===== config.mk =====
export PLATFORM = sky130hd
export DESIGN_NAME = bp_lce_cache_req_queue
export DESIGN_NICKNAME = d
export VERILOG_FILES = /design/src/rtl/bp_lce_cache_req_queue_pkg.sv /design/src/rtl/bp_lce_cache_req_queue_entry.sv /design/src/rtl/bp_lce_cache_req_queue.sv
export SDC_FILE = /design/constraint.sdc
export NUM_CORES = 1
export LEC_CHECK = 0
export ABC_CLOCK_PERIOD_IN_PS = 6200
export BUFFER_PORTS_ARGS = -buffer_cell sky130_fd_sc_hd__buf_2
export CORE_MARGIN = 2
export CORE_UTILIZATION = 25
export DETAILED_ROUTE_END_ITERATION = 16
export PLACE_DENSITY_LB_ADDON = 0.25
export SLEW_MARGIN = 20
export SYNTH_ARGS = -nofsm -noshare
export SYNTH_HDL_FRONTEND = slang
export SYNTH_HIERARCHICAL = 1
export SYNTH_SLANG_ARGS = --single-unit

===== constraint.sdc =====
create_clock -name clk_i -period 6.2 [get_ports clk_i]
set_input_delay 0.93 -clock clk_i [delete_from_list [all_inputs] [get_ports clk_i]]
set_output_delay 0.93 -clock clk_i [all_outputs]
set_load 0.02 [all_outputs]

===== src/rtl/bp_lce_cache_req_queue_pkg.sv =====
// Local types and defaults shared by the cache request queue and its storage slots.
// Nothing here is exported beyond the queue itself.
package bp_lce_cache_req_queue_pkg;

  // The queue holds ready low for one edge after reset so the upstream cache
  // sees a clean startup before its first request is accepted.
  typedef enum logic {
    ST_INIT = 1'b0,
    ST_RUN  = 1'b1
  } q_state_e;

  localparam int unsigned DEF_ELS       = 2;
  localparam int unsigned DEF_REQ_WIDTH = 8;
  localparam int unsigned DEF_MD_WIDTH  = 8;

endpackage


===== src/rtl/bp_lce_cache_req_queue_entry.sv =====
// One storage slot of the cache request queue: request payload, metadata payload
// and their valid bits. Clear wins over a same-cycle metadata write.
module bp_lce_cache_req_queue_entry
  import bp_lce_cache_req_queue_pkg::*;
#(
  parameter int unsigned req_width_p = DEF_REQ_WIDTH,
  parameter int unsigned md_width_p  = DEF_MD_WIDTH
) (
  input  logic                   clk_i,
  input  logic                   reset_n_i,
  input  logic                   set_i,
  input  logic                   md_set_i,
  input  logic                   clear_i,
  input  logic [req_width_p-1:0] req_i,
  input  logic [md_width_p-1:0]  md_i,
  output logic                   valid_o,
  output logic                   md_valid_o,
  output logic [req_width_p-1:0] req_o,
  output logic [md_width_p-1:0]  md_o
);

  logic                   valid_q, valid_d;
  logic                   md_valid_q, md_valid_d;
  logic [req_width_p-1:0] req_q, req_d;
  logic [md_width_p-1:0]  md_q, md_d;

  always_comb begin
    valid_d    = valid_q;
    md_valid_d = md_valid_q;
    req_d      = req_q;
    md_d       = md_q;

    if (clear_i) begin
      valid_d    = 1'b0;
      md_valid_d = 1'b0;
    end else if (set_i) begin
      valid_d    = 1'b1;
      md_valid_d = md_set_i;
    end else if (md_set_i) begin
      md_valid_d = 1'b1;
    end

    if (set_i) begin
      req_d = req_i;
    end
    if (md_set_i && !clear_i) begin
      md_d = md_i;
    end
  end

  always_ff @(posedge clk_i or negedge reset_n_i) begin
    if (!reset_n_i) begin
      valid_q    <= 1'b0;
      md_valid_q <= 1'b0;
    end else begin
      valid_q    <= valid_d;
      md_valid_q <= md_valid_d;
    end
  end

  // Payload is qualified by the valid bits, so it needs no reset.
  always_ff @(posedge clk_i) begin
    req_q <= req_d;
    md_q  <= md_d;
  end

  assign valid_o    = valid_q;
  assign md_valid_o = md_valid_q;
  assign req_o      = req_q;
  assign md_o       = md_q;

endmodule


===== src/rtl/bp_lce_cache_req_queue.sv =====
// Decoupling queue between the cache miss pipeline and the LCE request engine.
// Requests are presented to the LCE only once their metadata is known (stored or bypassed).
module bp_lce_cache_req_queue
  import bp_lce_cache_req_queue_pkg::*;
#(
  parameter int unsigned els_p       = DEF_ELS,
  parameter int unsigned req_width_p = DEF_REQ_WIDTH,
  parameter int unsigned md_width_p  = DEF_MD_WIDTH
) (
  input  logic                         clk_i,
  input  logic                         reset_n_i,
  input  logic [req_width_p-1:0]       cache_req_i,
  input  logic                         cache_req_v_i,
  output logic                         cache_req_ready_o,
  input  logic [md_width_p-1:0]        cache_md_i,
  input  logic                         cache_md_v_i,
  output logic [req_width_p-1:0]       lce_req_o,
  output logic [md_width_p-1:0]        lce_md_o,
  output logic                         lce_req_v_o,
  input  logic                         lce_req_yumi_i,
  output logic [$clog2(els_p+1)-1:0]   count_o
);

  localparam int unsigned ptr_w_lp = $clog2(els_p);
  localparam int unsigned cnt_w_lp = $clog2(els_p + 1);

  q_state_e              state_q, state_d;
  logic [ptr_w_lp-1:0]   wptr_q, wptr_d;
  logic [ptr_w_lp-1:0]   rptr_q, rptr_d;
  logic [ptr_w_lp-1:0]   wptr_last;
  logic [cnt_w_lp-1:0]   count_q, count_d;

  logic [els_p-1:0]       valid_v;
  logic [els_p-1:0]       md_valid_v;
  logic [els_p-1:0]       set_v;
  logic [els_p-1:0]       md_set_v;
  logic [els_p-1:0]       clear_v;
  logic [req_width_p-1:0] req_a [els_p];
  logic [md_width_p-1:0]  md_a  [els_p];

  logic full;
  logic pending_md;
  logic head_is_pending;
  logic md_bypass;
  logic enq;
  logic deq;
  logic md_late;

  // The only entry that can lack metadata is the most recently enqueued one,
  // because ready stays low until that entry's metadata arrives.
  assign wptr_last       = wptr_q - ptr_w_lp'(1);
  assign full            = (count_q == cnt_w_lp'(els_p));
  assign pending_md      = valid_v[wptr_last] & ~md_valid_v[wptr_last];
  assign head_is_pending = pending_md & (rptr_q == wptr_last);
  assign md_bypass       = cache_md_v_i & head_is_pending;

  assign cache_req_ready_o = (state_q == ST_RUN) & ~full & ~pending_md;
  assign enq               = cache_req_v_i & cache_req_ready_o;
  assign md_late           = cache_md_v_i & ~enq & pending_md;

  assign lce_req_v_o = valid_v[rptr_q] & (md_valid_v[rptr_q] | md_bypass);
  assign lce_req_o   = req_a[rptr_q];
  assign lce_md_o    = md_bypass ? cache_md_i : md_a[rptr_q];
  assign deq         = lce_req_yumi_i & lce_req_v_o;
  assign count_o     = count_q;

  genvar gi;
  generate
    for (gi = 0; gi < els_p; gi++) begin : g_entry
      assign set_v[gi]    = enq & (wptr_q == ptr_w_lp'(gi));
      assign md_set_v[gi] = (enq & cache_md_v_i & (wptr_q == ptr_w_lp'(gi)))
                          | (md_late & (wptr_last == ptr_w_lp'(gi)));
      assign clear_v[gi]  = deq & (rptr_q == ptr_w_lp'(gi));

      bp_lce_cache_req_queue_entry #(
        .req_width_p (req_width_p),
        .md_width_p  (md_width_p)
      ) u_entry (
        .clk_i      (clk_i),
        .reset_n_i  (reset_n_i),
        .set_i      (set_v[gi]),
        .md_set_i   (md_set_v[gi]),
        .clear_i    (clear_v[gi]),
        .req_i      (cache_req_i),
        .md_i       (cache_md_i),
        .valid_o    (valid_v[gi]),
        .md_valid_o (md_valid_v[gi]),
        .req_o      (req_a[gi]),
        .md_o       (md_a[gi])
      );
    end
  endgenerate

  always_comb begin
    state_d = state_q;
    wptr_d  = wptr_q;
    rptr_d  = rptr_q;
    count_d = count_q;

    case (state_q)
      ST_INIT: state_d = ST_RUN;
      ST_RUN:  state_d = ST_RUN;
      default: state_d = ST_INIT;
    endcase

    if (enq) begin
      wptr_d = wptr_q + ptr_w_lp'(1);
    end
    if (deq) begin
      rptr_d = rptr_q + ptr_w_lp'(1);
    end

    case ({enq, deq})
      2'b10:   count_d = count_q + cnt_w_lp'(1);
      2'b01:   count_d = count_q - cnt_w_lp'(1);
      default: count_d = count_q;
    endcase
  end

  always_ff @(posedge clk_i or negedge reset_n_i) begin
    if (!reset_n_i) begin
      state_q <= ST_INIT;
      wptr_q  <= '0;
      rptr_q  <= '0;
      count_q <= '0;
    end else begin
      state_q <= state_d;
      wptr_q  <= wptr_d;
      rptr_q  <= rptr_d;
      count_q <= count_d;
    end
  end

  a_yumi_needs_valid : assert property (
    @(posedge clk_i) disable iff (!reset_n_i) lce_req_yumi_i |-> lce_req_v_o
  );

  a_count_bounded : assert property (
    @(posedge clk_i) disable iff (!reset_n_i) count_q <= cnt_w_lp'(els_p)
  );

endmodule


After elaboration in Yosys (flattened, before gate mapping)
Cells that the tools add are included.
{ "word_totals": {"elab_cells": 89, "input_bits": 21, "ff_bits": 41} }
{ "classes": {"n_addsub": 5, "order_cmp": 3, "n_mux": 26, "bitwise_logic": 30, "n_reduce_logical": 9, "n_eq_ne": 4} }
{ "op_table": {"columns": ["op", "n"], "rows": [
  ["8-bit 2-to-1 mux", 7],
  ["1-bit bitwise AND", 19],
  ["1-bit 2-to-1 mux", 18],
  ["1-bit inverter", 7],
  ["2-bit nonzero test", 3],
  ["3-bit nonzero test", 2],
  ["2-bit == test, second input constant", 2],
  ["1-bit by 2-bit < comparator with 1-bit output, second input constant", 2],
  ["2-bit case mux with 2 select lines", 1],
  ["1-bit bitwise OR", 3],
  ["1-bit adder, second input constant", 2],
  ["2-bit by 1-bit adder with 2-bit output, second input constant", 1],
  ["2-bit by 1-bit == test with 1-bit output, second input constant", 1],
  ["2-bit >= comparator, second input constant", 1],
  ["1-bit logical AND", 2],
  ["1-bit zero test", 2],
  ["1-bit inverter with 2-bit output", 1],
  ["2-bit by 1-bit subtractor with 2-bit output, second input constant", 1],
  ["1-bit == test", 1],
  ["1-bit subtractor, second input constant", 1]
]} }

Depth between registers and ports, before layout
Gate-level depths: netlist of run 1.
{ "depth": {"ltp_word": 16, "mapped_depth": 9, "ltp_nobuf": 8} }

Cells and area by module
Netlist of run 1, hierarchy kept.
{ "by_module_without_submodules": {"columns": ["mod", "cells_per_inst", "n_inst", "area_per_inst_um2"], "rows": [
  ["bp_lce_cache_req_queue_entry", 24, 2, 560.5],
  ["bp_lce_cache_req_queue", 73, 1, 665.6]
]} }

Least setup slack after synthesis of run 1
No wires, ideal clock.
{ "synth_path": {"kind": "input to output", "startpoint": "input port cache_md_v_i", "endpoint": "output port lce_md_o[5]", "path_slack_ns": 3.653, "arrival_time_ns": 1.617, "cell_stages": 4, "n_path_buf": 1, "path_cell_list": "o211ai_4 > buf_4 > nor2_1 > a21oi_1"} }
{ "synth_via": {"elab_chain_len": 2} }
{ "synth_rtl": {"columns": ["item", "line_no", "text"], "rows": [
  ["from (decl)", "bp_lce_cache_req_queue.sv:16", "input logic cache_md_v_i,"],
  ["1-bit bitwise AND", "bp_lce_cache_req_queue.sv:55", "assign md_bypass = cache_md_v_i & head_is_pending;"],
  ["8-bit 2-to-1 mux", "bp_lce_cache_req_queue.sv:63", "assign lce_md_o = md_bypass ? cache_md_i : md_a[rptr_q];"],
  ["to (decl)", "bp_lce_cache_req_queue.sv:18", "output logic [md_width_p-1:0] lce_md_o,"]
]} }
Every way passes these cells.

Final worst setup path of run 1
{ "layout_path": {"startpoint": "register rptr_q", "endpoint": "output port lce_req_v_o"} }
{ "layout_via": {"elab_chain_len": 5, "word_cells_on_any_way": 9, "classes_between": "eq/ne: 1; mux: 4; bitwise: 4"} }
{ "layout_rtl": {"columns": ["item", "line_no", "text"], "rows": [
  ["from (decl)", "bp_lce_cache_req_queue.sv:29", "logic [ptr_w_lp-1:0] rptr_q, rptr_d;"],
  ["from (signal assigned)", "bp_lce_cache_req_queue.sv:129", "rptr_q <= rptr_d;"],
  ["1-bit == test", "bp_lce_cache_req_queue.sv:54", "assign head_is_pending = pending_md & (rptr_q == wptr_last);"],
  ["1-bit bitwise AND", "bp_lce_cache_req_queue.sv:54", null],
  ["1-bit bitwise AND", "bp_lce_cache_req_queue.sv:55", null],
  ["1-bit bitwise OR", "bp_lce_cache_req_queue.sv:61", "assign lce_req_v_o = valid_v[rptr_q] & (md_valid_v[rptr_q] | md_bypass);"],
  ["1-bit bitwise AND *", "bp_lce_cache_req_queue.sv:61", null],
  ["to (decl)", "bp_lce_cache_req_queue.sv:19", "output logic lce_req_v_o,"]
]} }
Mark *: on every way between the ends. The rest lies on a longest branch, timed or not. The select of a mux whose other input is x is not followed.

==> results.toml, run 1 <==
[final_layout]
final_cell_mix = "buf_2, edfxtp_1, nor2_1"
nets = 185
n_antenna_cell = 0
syn_to_final_growth_pct = 20.4
fillers = 706
final_area_mm2 = 0.00215
drive_gt1_share_pct = 33.7
multi_input_comb_area_um2 = 559
postLayoutCoreUtil_pct = 31.3
regArea_mm2 = 0.00119
mostFrequentLayoutCell = "buf_2"

[worst_setup_path]
cp.arrival_ns = 2.26
critPathCapture = "lce_req_v_o"
crit_type = "reg -> out"
cp-startpoint = "rptr_q"
r2r_setup_slack_ns = 3.37
crit_fanout = 22
reg2regPathDepth = 5
cp.required_ns = 5.27
timing.rr.end = "g_entry[0].u_entry/md_o[7]"
r2r-start = "rptr_q"
start_kind = "register"
worstSetupEndpointType = "output port"

[status]
status = "complete, no violations"

[sta]
tightest_slew_ns = 1.04
setup_viol = 0
rsz0062_at_grt = "no"
fmax_mhz = 313
fin_worst_skew_ns = 0.00413
drv_slew = 0
finalHoldViolations = 0
fin_setup_tns_ns = 0
period_share_pct = 51.5
layout_setup_ws_ns = 3.01
period_needed_ns = 3.19
maxSlewHeadroom_pct = 30.6

[grt]
first_global_vias = 997
grt_remaining_overflow = 0
grt_pass1_wl_mm = 5.08
grt_max_degree = 23
antenna_found_initial = 0
grt_use_total_pct = 8.98

[power]
leakage_nw = 0.844
power_density_mw_per_mm2 = 464
vdd_drop_max_mv = 0.102
seq_power_share_pct = 43.7
p_switching_mw = 0.386
clock_power_share_pct = 16.0
p_int_mw = 0.611
total_power_mw = 0.997
comb_power_share_pct = 40.3
sw_frac_of_total_pct = 38.7

[placement]
hpwlAfterDp_mm = 2.31
place_area_mm2 = 0.00207
gp_congestion = 0.754
port_buffers = 40
pre_cts_ws_ns = 3.25

[cts]
holdBufCountCts = 0
clock_path_buffers = 2
cts_resized = 0
insertion_delay_ns = 0.29
clk_pin_slew_worst_paths_ns = 0.07
cts_buffers = 5
cts_setup_buffers = 0
clk_root_buffer_cell = "clkbuf_8"
h-tree-depth = 2
clock_sinks = 41
tritoncts = "done"

[synth]
netlist_instances = 121
ys_ff_latch = 41
ys_warn_count = 6
ys_types = 29
yosysSeqAreaShare_pct = 66.4
netlist_area_mm2 = 0.00179
syn_nets = 143
synth.avg_cell_area_um2 = 14.8

[floorplan]
start_util_pct = 26.0
rows = 30
top_level_ports = 41
core_area_mm2 = 0.00687
die_area_mm2 = 0.00784
die_w_um = 88.5
die_y_um = 88.5

[route]
detail_route.iter0.violations = 46
viasPerCell = 4.01
dr.pass1.iters = 4
wirelength_mm = 3.29
drc = 0
ant_nets = 0
routedWlPerCell_um = 12.7
num_vias = 1038

[hold_path]
hp-class = "in -> async"

[flow_run]
drv_cap = 0
==> power by group through the flow <==
stage	sequential (mW)	combinational, mW	clock, mW
3_3_place_gp	0.443	0.409	0
6_report	0.435	0.402	0.160
2_1_floorplan	0.405	0.336	0
3_5_place_dp	0.444	0.409	0
4_1_cts	0.439	0.411	0.169
5_1_grt	0.448	0.439	0.181
==> stage by stage <==
| stage | hold slack, ns | std cells |
|---|---|---|
| 5_1_grt | 0.492 | 259 |
| 2_1_floorplan | 0.503 | 121 |
| 3_3_place_gp | 0.479 | 252 |
| 4_1_cts | 0.489 | 259 |
| 3_5_place_dp | 0.488 | 252 |
| 6_report | 0.488 | 259 |
==> sequential cells by signal (all words and copies together) (netlist names) <==
signal                      count
g_entry.u_entry/md_valid_o      2
wptr_q                          1
state_q                         1
g_entry.u_entry/valid_o         2
g_entry.u_entry/req_o          16
count_o                         2
rptr_q                          1
g_entry.u_entry/md_o           16
==> cell families after synthesis <==
| logic type | after synthesis | share of synthesized area (%) |
|---|---|---|
| AO/OA/AOI/OAI | 17 | 6.72 |
| multiplexers | 18 | 10.6 |
| AND/OR/NAND/NOR | 31 | 10.6 |
| flip-flops | 41 | 66.4 |
| buffers and inverters | 7 | 2.31 |
| other | 1 | 0.210 |
| XOR/XNOR | 5 | 2.45 |
| adder cells (fa/ha/maj) | 1 | 0.700 |
==> worst min path at each step <==
stage                                     startpoint  depth (start not counted)                            end
after global placement                    count_o[1]                          1                     count_o[1]
after global routing                       reset_n_i                          1  g_entry[1].u_entry/md_valid_o
after CTS                                  reset_n_i                          1  g_entry[1].u_entry/md_valid_o
after floorplan           g_entry[1].u_entry/valid_o                          2     g_entry[1].u_entry/valid_o
after detailed placement                  count_o[1]                          1                     count_o[1]
final                                      reset_n_i                          1  g_entry[1].u_entry/md_valid_o
==> cell type report <==
type,count,share of cell area (%)
Clock buffer,6,3.37
Tap cell,96,5.58
Inverter,2,0.349
Timing Repair Buffer,40,9.31
Multi-Input combinational cell,73,26.0
Clock inverter,1,0.233
Sequential cell,41,55.1
==> layer usage <==
metal | GRT usage [%] | up-vias | part of all wire [%]
met4 | 4.96 | 0 | 2.4
met3 | 2.80 | 4 | 5.5
met5 | 0 | - | 0
li1 | - | 518 | -
met1 | 11.2 | 490 | 46
met2 | 13.9 | 26 | 47
==> synth_stat cells <==
master | number | area [um^2]
nor2_1 | 18 | 67.6
buf_4 | 1 | 7.51
inv_1 | 2 | 7.51
nor3b_4 | 1 | 18.8
buf_6 | 1 | 11.3
nand2b_1 | 3 | 18.8
ha_1 | 1 | 12.5
buf_2 | 3 | 15.0
nor4b_4 | 1 | 23.8
conb_1 | 1 | 3.75
nor3b_2 | 1 | 12.5
a21oi_1 | 10 | 50.1
nand2_1 | 3 | 11.3
o21a_1 | 1 | 7.51
mux2_1 | 8 | 90.1
mux2i_1 | 10 | 100
o211ai_4 | 1 | 21.3
o21ai_1 | 1 | 5.00
a21oi_2 | 2 | 17.5
edfxtp_1 | 32 | 961
and3b_4 | 1 | 12.5
nor2b_1 | 1 | 6.26
xor2_1 | 2 | 17.5
dfrtp_1 | 9 | 225
a21bo_1 | 1 | 10.0
and3_4 | 1 | 11.3
xnor2_1 | 3 | 26.3
o22a_1 | 1 | 8.76
nand2_2 | 1 | 6.26
==> critical path: stages (launching register included) <==
cell and delay, ns:
dfrtp_1 1.03, xor2_1 0.29, o211ai_4 0.24, a21oi_1 0.21, buf_2 0.19
No activity file was read; power rests on OpenSTA's default activity.
==> run 2: changes to the inputs <==
ABC_CLOCK_PERIOD_IN_PS = 3000   (was 6200)
clock period = 3 ns   (was 6.2 ns; I/O delays follow)
==> run 2 against run 1 <==
Via count hardly changed. Worst hold slack worse by 0.14 ns. First-iteration DRC count grew 20%. Core utilization increased by 0.71 points. Clock power is 120% higher. Largest cell class unchanged. Highest routed layer unchanged.
==> results.toml, run 2 (synthesis results as in run 1) <==
[floorplan]
die_y_um = 88.5
rows = 30
die_w_um = 88.5
die_area_mm2 = 0.00784
core_area_mm2 = 0.00687
top_level_ports = 41
start_util_pct = 26.0

[final_layout]
postLayoutCoreUtil_pct = 32.0
syn_to_final_growth_pct = 23.1
mostFrequentLayoutCell = "buf_2"
final_cell_mix = "buf_2, edfxtp_1, nor2_1"
n_antenna_cell = 0
fillers = 701
nets = 190
drive_gt1_share_pct = 36.1

[worst_setup_path]
crit_type = "reg -> out"
worst_path_largest_cell_delay_ns = 0.49
cp.depth = 5
reg2regPathDepth = 7
path_cells = "and3b_4 -> o211ai_4 -> nor2_1 -> a21oi_1 -> buf_2"
cp.required_ns = 2.55
cp_top_family = "compound AO/OA/AOI/OAI gates"
start_kind = "register"
slowest_stage = "dfrtp_1"
worstSetupEndpointType = "output port"
cp.arrival_ns = 1.91
cp.buffers_inverters = 1
crit_fanout = 19

[route]
drc = 0
viasPerCell = 3.91
dr.pass1.iters = 4
num_vias = 1037
ant_nets = 0
wirelength_mm = 3.34
routedWlPerCell_um = 12.6
detail_route.iter0.violations = 55

[grt]
antenna_found_initial = 0
grt_use_total_pct = 9.27
grt_pass1_wl_mm = 5.38
grt_max_degree = 20
first_global_vias = 1104
grt_remaining_overflow = 0

[sta]
rsz0062_at_grt = "no"
finalHoldViolations = 0
fin_setup_tns_ns = 0
tightest_slew_ns = 0.500
maxSlewHeadroom_pct = 66.5
period_share_pct = 78.6
drv_slew = 0
fin_worst_skew_ns = 0.00336
period_needed_ns = 2.36
fmax_mhz = 424
setup_viol = 0

[cts]
h-tree-depth = 2
clock_path_buffers = 2
tritoncts = "done"
cts_resized = 0
cts_buffers = 5
clk_root_buffer_cell = "clkbuf_8"
clock_sinks = 41
insertion_delay_ns = 0.29
clk_pin_slew_worst_paths_ns = 0.08
cts_setup_buffers = 0

[hold_path]
hold_depth = 1
hp-class = "in -> reg"

[power]
vdd_drop_max_mv = 0.236
power_density_mw_per_mm2 = 956
leakage_nw = 0.872

[status]
status = "complete, no violations"

[placement]
gp_congestion = 0.741
port_buffers = 40
hpwlAfterDp_mm = 2.49

[flow_run]
drv_cap = 0
## run 2: worst paths after layout
| path | start | to | slack (ns) |
|---|---|---|---|
| setup / recovery | wptr_q | lce_md_o[4] | 0.64 |
| hold / removal | cache_req_i[6] | g_entry[1].u_entry/req_o[6] | 0.35 |
| setup reg to reg | wptr_q | count_o[1] | 0.81 |
| hold reg to reg | count_o[1] | count_o[1] | 0.49 |
| max in group asynchronous | reset_n_i | state_q | 2.28 |
| min in group asynchronous | reset_n_i | g_entry[0].u_entry/valid_o | 0.53 |
## run 2: area by class of cell
class                   count  area (um^2)  area share, %
inverters                   2         7.51          0.341
clock inverters             3         17.5          0.796
flip-flops and latches     41         1190           53.9
clock buffers               5         68.8           3.13
repair buffers             45          240           10.9
well taps                  96          120           5.46
multi-input cells          73          559           25.4
## run 2: power by group
group          leakage (nW)  internal (mW)  total [mW]  switching (mW)
combinational         0.431          0.366       0.894           0.528
sequential            0.397          0.756       0.863           0.107
clock                0.0439          0.160       0.346           0.185
total                 0.872           1.28        2.10           0.820
## run 2: metrics by stage
stage	area [um^2]	power (mW)	worst slack [ns]	instances	hold WS [ns]
3_3_place_gp	2100	1.79	0.794	256	0.325
5_1_grt	2200	2.26	0.460	265	0.327
6_report	2200	2.10	0.643	265	0.349
4_1_cts	2200	2.15	0.599	265	0.333
2_1_floorplan	1790	1.53	0.618	121	0.154
3_5_place_dp	2100	1.79	0.806	256	0.322
## run 2: metal layers
metal  part of all wire [%]  vias up  GRT usage, %
met4                    1.2        0          4.13
met5                      0        -             0
met3                    5.1        2          2.80
li1                       -      529             -
met1                     47      481          12.1
met2                     46       25          14.3
## run 2: what timing repair did
action,4_1_cts,5_1_grt
hold endpoints to repair,2,0
setup endpoints to repair,0,0
hold buffers,1,0
==> run 3: changes to the inputs <==
ABC_AREA = 1   (was not set)
ABC_CLOCK_PERIOD_IN_PS = 2200   (was 3000)
clock period = 2.2 ns   (was 3 ns; I/O delays follow)
==> run 3 against run 2 <==
Core utilization fell by 0.46 points. Critical endpoint is now lce_md_o[3]. Sequential cell count unchanged. Routed wire length rose by 12%. Critical path depth is 2 higher.
==> results.toml, run 3 <==
[synth]
synth_ff_type = "edfxtp_1"
yosys-top-cells-count = "nand2_1, edfxtp_1, nor2_1"
syn_nets = 188
async_reset_ff_share_pct = 22.0
netlist.top_cell.by_area = "edfxtp_1"
synth-edff-count = 32
ys_types = 28
synth_top_area_share_pct = 52.0
ys_ff_latch = 41
ys_warn_count = 6
synth.avg_cell_area_um2 = 11.1
synth.most_common_cell = "nand2_1"
yosysSeqAreaShare_pct = 64.2
netlist_instances = 166
netlist_area_mm2 = 0.00185
synth_area_leaders = "edfxtp_1, dfrtp_1, nand2_1"

[floorplan]
rows = 31
die_y_um = 90.0
die_w_um = 90.0
top_level_ports = 41
die_area_mm2 = 0.00810
start_util_pct = 25.6
core_area_mm2 = 0.00721

[worst_setup_path]
worstSetupEndpointType = "output port"
crit_type = "reg -> out"
cp.arrival_ns = 1.75
start_kind = "register"
cp.required_ns = 1.87
crit_fanout = 16

[grt]
grt_use_total_pct = 9.80
grt_remaining_overflow = 0
first_global_vias = 1209
antenna_found_initial = 0
grt_max_degree = 19
grt_pass1_wl_mm = 6.04

[placement]
gp_congestion = 0.765
hpwlAfterDp_mm = 2.64
port_buffers = 40
place_area_mm2 = 0.00215

[route]
viasPerCell = 3.98
dr.pass1.iters = 4
drc = 0
wirelength_mm = 3.75
routedWlPerCell_um = 12.0
num_vias = 1246
ant_nets = 0
detail_route.iter0.violations = 57

[final_layout]
syn_to_final_growth_pct = 23.2
mostFrequentLayoutCell = "nand2_1"
final_cell_mix = "nand2_1, buf_2, edfxtp_1"
nets = 235
final_area_mm2 = 0.00228
postLayoutCoreUtil_pct = 31.6
n_antenna_cell = 0
drive_gt1_share_pct = 35.0

[cts]
tritoncts = "done"
h-tree-depth = 2
cts_buffers = 5
clk_root_buffer_cell = "clkbuf_8"
insertion_delay_ns = 0.29
clock_sinks = 41
clk_pin_slew_worst_paths_ns = 0.08
clock_path_buffers = 2
cts_setup_buffers = 0

[sta]
fin_worst_skew_ns = 0.00646
setup_viol = 0
fmax_mhz = 480
drv_slew = 0
rsz0062_at_grt = "no"
period_needed_ns = 2.08
finalHoldViolations = 0
fin_setup_tns_ns = 0
period_share_pct = 94.7

[hold_path]
hp-class = "in -> reg"

[power]
vdd_drop_max_mv = 0.285
power_density_mw_per_mm2 = 640
leakage_nw = 0.984

[flow_run]
drv_cap = 0

[status]
status = "complete, no violations"
[run 3: cell types whose count changed after synthesis, sizes merged, moves of 3 or more]
cell | before | now
inv | 2 | 15
nand2 | 4 | 58
nand2b | 3 | 0
nor2 | 18 | 22
a31oi | 0 | 8
o21ai | 1 | 5
mux2 | 8 | 0
nand3 | 0 | 5
a21oi | 12 | 1
mux2i | 10 | 0
[run 3: path summary, 6_finish.rpt]
kind	from	to	slack, ns	depth (start not counted)
setup / recovery	wptr_q	lce_md_o[3]	0.12	7
hold / removal	cache_req_i[2]	g_entry[0].u_entry/req_o[2]	0.22	1
setup reg to reg	wptr_q	count_o[1]	0.34	11
hold reg to reg	g_entry[1].u_entry/md_valid_o	g_entry[1].u_entry/md_valid_o	0.50	2
max in group asynchronous	reset_n_i	wptr_q	1.58	2
min in group asynchronous	reset_n_i	count_o[0]	0.41	2
[run 3: per-stage QoR]
stage	std cells	power [mW]	hold WS [ns]	setup slack [ns]
after floorplan	166	0.854	0.0344	0.356
after global placement	304	0.883	0.202	0.299
after detailed placement	304	0.884	0.206	0.242
after CTS	313	1.48	0.216	0.0156
after global routing	313	1.52	0.204	0.00178
final	313	1.46	0.223	0.118
[run 3: metal layers]
metal	up-vias	global-route usage [%]	wire (um)	share of wire, %
li1	639	-	-	-
met1	579	12.5	1710	45
met2	24	15.0	1830	49
met3	4	3.02	141	3.8
met4	0	5.00	72	1.9
met5	-	0	0	0
[run 3: cell type report]
type / instances / area (um^2)
clock inverters: 3 / 41.3
repair buffers: 45 / 240
multi-input cells: 105 / 556
flip-flops and latches: 41 / 1190
clock buffers: 5 / 68.8
well taps: 99 / 124
inverters: 15 / 58.8
fillers: 794 / 4940
[run 3: critical path, cell delays in order, from the launching register on]
cell	delay [ns]
dfrtp_2	0.49
o21ai_1	0.17
nor2_2	0.07
nand2_4	0.06
buf_4	0.23
nor2_1	0.08
a31oi_2	0.16
buf_2	0.19
[run 3: cell families after synthesis]
| logic type | after synthesis | share of synthesized area, % |
|---|---|---|
| and+or+nand+nor | 86 | 20.8 |
| other | 1 | 0.203 |
| buffers and inverters | 20 | 5.75 |
| DFF | 41 | 64.2 |
| adders and majority gates | 1 | 0.677 |
| xor gates and xnor gates | 2 | 0.948 |
| AOI/OAI and AO/OA | 15 | 7.45 |
[run 3: power by group]
group | internal, mW | leakage [nW] | switching, mW | total (mW)
logic | 0.0141 | 0.530 | 0.0171 | 0.0312
registers | 0.835 | 0.402 | 0.000145 | 0.836
clock network | 0.334 | 0.0518 | 0.258 | 0.591
total | 1.18 | 0.984 | 0.275 | 1.46
[run 3: repair_timing]
action / in CTS / in global routing
resized for setup: 0 / 2
hold endpoints to repair: 9 / 0
setup endpoints to repair: 0 / 8
hold buffers: 1 / 0
